===== src/rtl/mini_src_control_unit.sv =====
// ============================================================================
// Module   : mini_src_control_unit
// Purpose  : Hardwired Moore control sequencer for the Mini SRC datapath
//            (fetch, jr, jal, br, ldi, addi, nop, halt). Optional Stop
//            input and stall state enabled by macro CTRL_STOP_EN.
// Revision : 1.0 - initial release
// ============================================================================
`default_nettype none

module mini_src_control_unit #(
    parameter int         OPW     = 5,
    parameter logic [4:0] ALU_ADD = 5'b00011
) (
    input  logic        Clock,
    input  logic        Reset,
`ifdef CTRL_STOP_EN
    input  logic        Stop,
`endif
    input  logic [31:0] IR,
    input  logic        CON_out,
    output logic        PCout,
    output logic        Zlowout,
    output logic        Zhighout,
    output logic        MDRout,
    output logic        Cout,
    output logic        BAout,
    output logic        Rout,
    output logic        MARin,
    output logic        MDRin,
    output logic        IRin,
    output logic        Yin,
    output logic        Zin,
    output logic        PCin,
    output logic        Rin,
    output logic        R15in,
    output logic        CONin,
    output logic        Gra,
    output logic        Grb,
    output logic        Grc,
    output logic        IncPC,
    output logic        Read,
    output logic        Write,
    output logic [4:0]  ALUop,
    output logic        Run,
    output logic        Illegal
);

    localparam logic [OPW-1:0] OP_LDI  = OPW'(5'b00001);
    localparam logic [OPW-1:0] OP_ADDI = OPW'(5'b01011);
    localparam logic [OPW-1:0] OP_BR   = OPW'(5'b10010);
    localparam logic [OPW-1:0] OP_JR   = OPW'(5'b10011);
    localparam logic [OPW-1:0] OP_JAL  = OPW'(5'b10100);
    localparam logic [OPW-1:0] OP_NOP  = OPW'(5'b11001);
    localparam logic [OPW-1:0] OP_HALT = OPW'(5'b11010);

`ifdef CTRL_STOP_EN
    typedef enum logic [3:0] {
        S_RST  = 4'd0,
        T0     = 4'd1,
        T1     = 4'd2,
        T2     = 4'd3,
        T3     = 4'd4,
        T4     = 4'd5,
        T5     = 4'd6,
        T6     = 4'd7,
        S_HALT = 4'd8,
        S_STOP = 4'd9
    } state_t;
`else
    typedef enum logic [3:0] {
        S_RST  = 4'd0,
        T0     = 4'd1,
        T1     = 4'd2,
        T2     = 4'd3,
        T3     = 4'd4,
        T4     = 4'd5,
        T5     = 4'd6,
        T6     = 4'd7,
        S_HALT = 4'd8
    } state_t;
`endif

    state_t         state_q;
    state_t         state_d;
    state_t         w_t0_next;
    logic [OPW-1:0] w_opcode;
    logic           w_is_ldi;
    logic           w_is_addi;
    logic           w_is_br;
    logic           w_is_jr;
    logic           w_is_jal;
    logic           w_is_nop;
    logic           w_is_halt;
    logic           w_is_imm;
    logic           w_legal;
    logic           w_unused_ir;

    assign w_opcode    = IR[31 -: OPW];
    assign w_unused_ir = ^IR[31-OPW:0];

    assign w_is_ldi  = (w_opcode == OP_LDI);
    assign w_is_addi = (w_opcode == OP_ADDI);
    assign w_is_br   = (w_opcode == OP_BR);
    assign w_is_jr   = (w_opcode == OP_JR);
    assign w_is_jal  = (w_opcode == OP_JAL);
    assign w_is_nop  = (w_opcode == OP_NOP);
    assign w_is_halt = (w_opcode == OP_HALT);
    assign w_is_imm  = w_is_ldi | w_is_addi;
    assign w_legal   = w_is_imm | w_is_br | w_is_jr | w_is_jal | w_is_nop | w_is_halt;

    // Every return to fetch goes through this, so a stall can only start at an instruction boundary.
`ifdef CTRL_STOP_EN
    assign w_t0_next = Stop ? S_STOP : T0;
`else
    assign w_t0_next = T0;
`endif

    always_ff @(posedge Clock or posedge Reset) begin
        if (Reset) begin
            state_q <= S_RST;
        end else begin
            state_q <= state_d;
        end
    end

    always_comb begin
        state_d = S_RST;
        case (state_q)
            S_RST:  state_d = w_t0_next;
            T0:     state_d = T1;
            T1:     state_d = T2;
            T2:     state_d = T3;
            T3: begin
                if (w_is_jal || w_is_br || w_is_imm) begin
                    state_d = T4;
                end else if (w_is_halt) begin
                    state_d = S_HALT;
                end else begin
                    state_d = w_t0_next;
                end
            end
            T4:     state_d = (w_is_br || w_is_imm) ? T5 : w_t0_next;
            T5:     state_d = w_is_br ? T6 : w_t0_next;
            T6:     state_d = w_t0_next;
            S_HALT: state_d = S_HALT;
`ifdef CTRL_STOP_EN
            S_STOP: state_d = Stop ? S_STOP : T0;
`endif
            default: state_d = S_RST;
        endcase
    end

    // These strobes have no source in this instruction subset.
    assign Write    = 1'b0;
    assign Zhighout = 1'b0;
    assign Grc      = 1'b0;

    always_comb begin
        PCout   = 1'b0;
        Zlowout = 1'b0;
        MDRout  = 1'b0;
        Cout    = 1'b0;
        BAout   = 1'b0;
        Rout    = 1'b0;
        MARin   = 1'b0;
        MDRin   = 1'b0;
        IRin    = 1'b0;
        Yin     = 1'b0;
        Zin     = 1'b0;
        PCin    = 1'b0;
        Rin     = 1'b0;
        R15in   = 1'b0;
        CONin   = 1'b0;
        Gra     = 1'b0;
        Grb     = 1'b0;
        IncPC   = 1'b0;
        Read    = 1'b0;
        ALUop   = 5'b00000;
        Run     = 1'b0;
        Illegal = 1'b0;
        case (state_q)
            T0: begin
                Run   = 1'b1;
                PCout = 1'b1;
                MARin = 1'b1;
                IncPC = 1'b1;
                Zin   = 1'b1;
            end
            T1: begin
                Run     = 1'b1;
                Zlowout = 1'b1;
                PCin    = 1'b1;
                Read    = 1'b1;
                MDRin   = 1'b1;
            end
            T2: begin
                Run    = 1'b1;
                MDRout = 1'b1;
                IRin   = 1'b1;
            end
            T3: begin
                Run = 1'b1;
                if (w_is_jr) begin
                    Gra  = 1'b1;
                    Rout = 1'b1;
                    PCin = 1'b1;
                end else if (w_is_jal) begin
                    PCout = 1'b1;
                    R15in = 1'b1;
                end else if (w_is_br) begin
                    Gra   = 1'b1;
                    Rout  = 1'b1;
                    CONin = 1'b1;
                end else if (w_is_imm) begin
                    Grb   = 1'b1;
                    BAout = w_is_ldi;
                    Rout  = w_is_addi;
                    Yin   = 1'b1;
                end else if (!w_legal) begin
                    Illegal = 1'b1;
                end
            end
            T4: begin
                Run = 1'b1;
                if (w_is_jal) begin
                    Gra  = 1'b1;
                    Rout = 1'b1;
                    PCin = 1'b1;
                end else if (w_is_br) begin
                    PCout = 1'b1;
                    Yin   = 1'b1;
                end else if (w_is_imm) begin
                    Cout  = 1'b1;
                    ALUop = ALU_ADD;
                    Zin   = 1'b1;
                end
            end
            T5: begin
                Run = 1'b1;
                if (w_is_br) begin
                    Cout  = 1'b1;
                    ALUop = ALU_ADD;
                    Zin   = 1'b1;
                end else if (w_is_imm) begin
                    Zlowout = 1'b1;
                    Gra     = 1'b1;
                    Rin     = 1'b1;
                end
            end
            T6: begin
                Run     = 1'b1;
                Zlowout = w_is_br;
                // Branch is taken on the condition latched by CONin back in T3.
                PCin    = w_is_br & CON_out;
            end
            default: begin
                Run = 1'b0;
            end
        endcase
    end

endmodule

`default_nettype wire


===== config.mk =====
export PLATFORM = sky130hd
export DESIGN_NAME = mini_src_control_unit
export DESIGN_NICKNAME = d
export VERILOG_FILES = /design/src/rtl/mini_src_control_unit.sv
export SDC_FILE = /design/constraint.sdc
export NUM_CORES = 1
export LEC_CHECK = 0
export BUFFER_PORTS_ARGS = -buffer_cell sky130_fd_sc_hd__buf_2
export CORE_MARGIN = 2
export CORE_UTILIZATION = 34
export DETAILED_ROUTE_END_ITERATION = 10
export GPL_TIMING_DRIVEN = 0
export PLACE_DENSITY = 0.72
export SLEW_MARGIN = 15
export SYNTH_ARGS = -nofsm -noshare
export SYNTH_HDL_FRONTEND = slang
export SYNTH_SLANG_ARGS = --single-unit

===== constraint.sdc =====
create_clock -name Clock -period 1.62 [get_ports Clock]
set_clock_uncertainty 0.1 [all_clocks]
set_input_delay 0.162 -clock Clock [delete_from_list [all_inputs] [get_ports Clock]]
set_output_delay 0.162 -clock Clock [all_outputs]
set_load 0.05 [all_outputs]

==> results.txt <==
The mux share of post-synthesis cell area came out at 1.53%. Setup violations remaining at the end of the flow were counted as 21. The number of flops mapped to enable cells by yosys came out at 0. The proportion of total power due to net switching came out at a little over half. The vertical die dimension came out at slightly above 50 um. The critical-path cell with the highest stage delay is sky130_fd_sc_hd__or4b_4. The final routed wirelength across all metal layers is 3600 um.

The main combinational cell family by area after synthesis is simple AND/OR/NAND/NOR gates. In the post-route analysis, the smallest setup slack over all paths is -0.423 ns. The count of antenna-violating nets left after detailed routing came out at 0. The antenna diode instance count came out at 0. For this run, the post-layout net count is 198. The critical path starts at state_q[3]$_DFF_PP0_. The routed wire length per instance is 19.2 um. The via count of the first global-routing pass was 1026. VDD sags by at most 1910 uV. The critical path goes through nand2b_4 > or4b_4 > or2_4 > nand2b_4 > buf_8. During placement, the flow inserted port buffers numbering 29. Fill cells in the final layout number around 110. The remaining global-route overflow is 0. The multi-input combinational cell area came out at roughly 860 um^2. The largest registers in the layout are state_q: 4 flops. The iteration-0 DRC count of the detailed router is 64. The filler-free cell count of the finished design is 188. The prevailing post-synth register cell is sky130_fd_sc_hd__dfrtp_1.

The wire length of the first global-routing pass came out at ~4800 um. Setup repair after global routing could not meet its margin everywhere. The clock sink count is 4.

state_q holds more flip-flops than any other register. The data arrival time of the critical path is about 1.8 ns. The reported max-cap violation count is 0. The count of warnings emitted by yosys is 0. The H-tree depth is 1. The final count of hold timing violations came to 0. The tree is rooted in a sky130_fd_sc_hd__clkbuf_4. The flow ran to the end, but the final reports show violations. The overall die width came out at a little over 50 um. The fraction of synthesis flops using an asynchronous set or reset pin is between 90% and 100%.

The classification of the worst setup path is register to output pin. The worst setup slack before clock tree synthesis came out at -0.436 ns. For this design the static power due to leakage is slightly above 0.7 nW. At the worst endpoint, the required time is around 1.4 ns.

The synthesized flop and latch total is 4. The clock group share of total power came out at around 4%. The detailed placement HPWL is between 1500 and 2000 um. The clock passes through at most 2 buffers. The count of different cell masters after synthesis came out at 41. The proportion of layout cells with a drive suffix above 1 is a little under three quarters.

Leaving out fill and tap cells, the most frequent cells in the layout are 27 x sky130_fd_sc_hd__buf_6, 16 x sky130_fd_sc_hd__buf_4, 11 x sky130_fd_sc_hd__buf_8. The minimum setup slack among reg-to-reg paths is about 0.090 ns. The number of vias per cell after detailed routing is between 5 and 6.

Subtracting the final worst setup slack from the clock period gives a little over 2 ns. Global routing consumed, over all layers together, 25.1% of the routing resources. In the finished design, the share of the clock period the worst path needs comes to 126%.

The power per unit of standard cell area came out at 1800 nW/um^2. The core occupancy in the finished layout is between 80% and 90%. The synthesized design spends more area on one cell type than any other, namely sky130_fd_sc_hd__dfrtp_1. Synthesis handed over a netlist of approximately 110 instances. The worst register-to-register path begins at state_q[1]$_DFF_PP0_. The initial cell density of the core is between 30% and 40%. The critical path's largest stage delay is just over 0.5 ns. The power dissipated by switching net loads is about 1.6 mW. In this run the critical register-to-register path is captured at state_q[2]$_DFF_PP0_. Measured in cells, the most critical reg-to-reg path has a length of 6.

Sequential elements use a little over an eighth of the synthesized area. The sequential fraction of design power came out at about 6.4%. The most frequent cell on the critical path is sky130_fd_sc_hd__nand2b_4. Static timing analysis puts the maximum clock frequency at approximately 0.5 GHz. After synthesis, the cell types taking the most area are sky130_fd_sc_hd__dfrtp_1 14%, sky130_fd_sc_hd__buf_4 11%, sky130_fd_sc_hd__nor3_1 7.5%. The final-layout setup total negative slack came out at -2.97 ns. The library cell used most frequently in the layout, excluding fill and tap cells, is sky130_fd_sc_hd__buf_6. The synthesized netlist devotes 2.37% of its cell area to XOR and XNOR gates.

The die covers roughly 2600 um^2. The checks that failed: setup timing. The fraction of the mapped netlist area in adder cells came out at 0%.

After detailed placement, the design holds a cell count of 170. The synthesis-to-layout area growth is 129%. The count of boundary I/O pins is 64. Entering global routing, the biggest net connects 11 pins.

The synthesized netlist devotes 18.1% of its cell area to compound gates. The final RePlAce weighted congestion is 0.844. The core area came out at between 2000 and 2500 um^2.

The cell area after synthesis came out at roughly 740 um^2. The combinational power share came out at 89.7%. The area share of the leading cell type in the synthesized netlist is between 10% and 20%. The later pin in the worst-skew pair is clocked with a latency of between 0.2 and 0.25 ns. The area taken by flip-flops and latches is between 100 and 150 um^2.

The number of antenna violations at the first check in global routing came out at 0. The DRC violations left came out at 0. Summing the areas of all and, or, nand and nor instances in the mapped netlist gives between 40 and 50% of the synthesized area. The internal cell power came out at roughly 1.4 mW.

The average instance in the mapped netlist occupies 6.77 um^2. The worst setup path is launched from a register. The number of rows created at floorplan is 16. The clock slew seen by the registers of the worst setup and hold paths is 0.04 ns. The final max-slew violation count is 0. The total number of vias is between 1000 and 1500. Of all nets on the critical path, the largest fanout is 2. TritonCTS built the clock tree. The register with the most flip-flops in the layout has 4 of them. The nature of the critical path endpoint is an output pin. The type of the worst min-delay path is input port to async pin. The pre-antenna-repair detailed-routing pass consisted of 4 iterations.

The CTS buffer count came out at 3.
==> worst max-delay path: cells and delay by family (launching register included) <==
| kind | cells | cell delay (ns) |
|---|---|---|
| simple gates | 4 | 1.04 |
| flops | 1 | 0.36 |
| buf+inv | 1 | 0.14 |
==> final cells by class <==
type	count	area share, %
Inverter	1	0.222
Timing Repair Buffer	45	27.4
Sequential cell	4	6.00
Buffer	20	12.2
Multi-Input combinational cell	88	50.8
Clock buffer	3	1.33
Tap cell	27	2.00
==> layer usage <==
| metal | routed length (um) | up-vias | global-route usage [%] |
|---|---|---|---|
| met3 | 255 | 18 | 2.38 |
| met2 | 1880 | 84 | 44.1 |
| met5 | 0 | - | 0 |
| met4 | 155 | 0 | 16.7 |
| li1 | - | 474 | - |
| met1 | 1310 | 538 | 28.5 |
==> how the worst max path moves through the flow <==
stage          endpoint  slack, ns  cells past startpoint
2_1_floorplan       Gra      -0.37                      6
3_3_place_gp        Gra      -0.44                      6
3_5_place_dp        Gra      -0.44                      6
4_1_cts             Gra      -0.48                      5
5_1_grt             Gra      -0.46                      5
6_report            Gra      -0.42                      5
==> cells by family after synthesis <==
logic type             count (synthesis)
multiplexers                           1
AO/OA/AOI/OAI                         19
buffers and inverters                 22
other                                  1
flip-flops                             4
AND/OR/NAND/NOR                       60
XOR/XNOR                               2
==> power by group through the flow <==
stage	combinational [mW]	sequential [mW]	clock, mW
detailed placement	1.81	0.195	0
global route	2.80	0.195	0.129
global placement	1.80	0.193	0
CTS	2.38	0.187	0.128
floorplan	1.53	0.180	0
finish	2.72	0.193	0.120
==> cells in the mapped netlist, types with 2 or more instances <==
library cell               instances
sky130_fd_sc_hd__or2_1             2
sky130_fd_sc_hd__nor3_1           11
sky130_fd_sc_hd__clkbuf_1          6
sky130_fd_sc_hd__nand2_1           3
sky130_fd_sc_hd__nand3_1           4
sky130_fd_sc_hd__and2_1            3
sky130_fd_sc_hd__nor2_1           11
sky130_fd_sc_hd__dfrtp_1           4
sky130_fd_sc_hd__a21oi_1           4
sky130_fd_sc_hd__nor4_1            3
sky130_fd_sc_hd__and3_1            2
sky130_fd_sc_hd__o22ai_1           2
sky130_fd_sc_hd__nand2b_1          8
sky130_fd_sc_hd__o21ai_0           2
sky130_fd_sc_hd__nor2b_1           4
sky130_fd_sc_hd__buf_4            11
sky130_fd_sc_hd__buf_2             3
sky130_fd_sc_hd__a21o_1            2
sky130_fd_sc_hd__or3_1             2
==> what timing repair did <==
action,CTS,global route
hold buffers,1,0
setup endpoints to repair,23,24
pin swaps,10,9
setup buffers,11,5
endpoints found under the hold margin,4,0
gates resized for setup,78,26
==> through the flow <==
stage | cell area (um^2) | hold WS [ns] | power, mW
6_report | 1690 | 0.251 | 3.03
5_1_grt | 1690 | 0.290 | 3.13
3_5_place_dp | 1190 | -0.0585 | 2.00
3_3_place_gp | 1190 | -0.0615 | 1.99
4_1_cts | 1560 | 0.246 | 2.69
2_1_floorplan | 1010 | -0.172 | 1.71
Power figures use the tool's default switching activity.
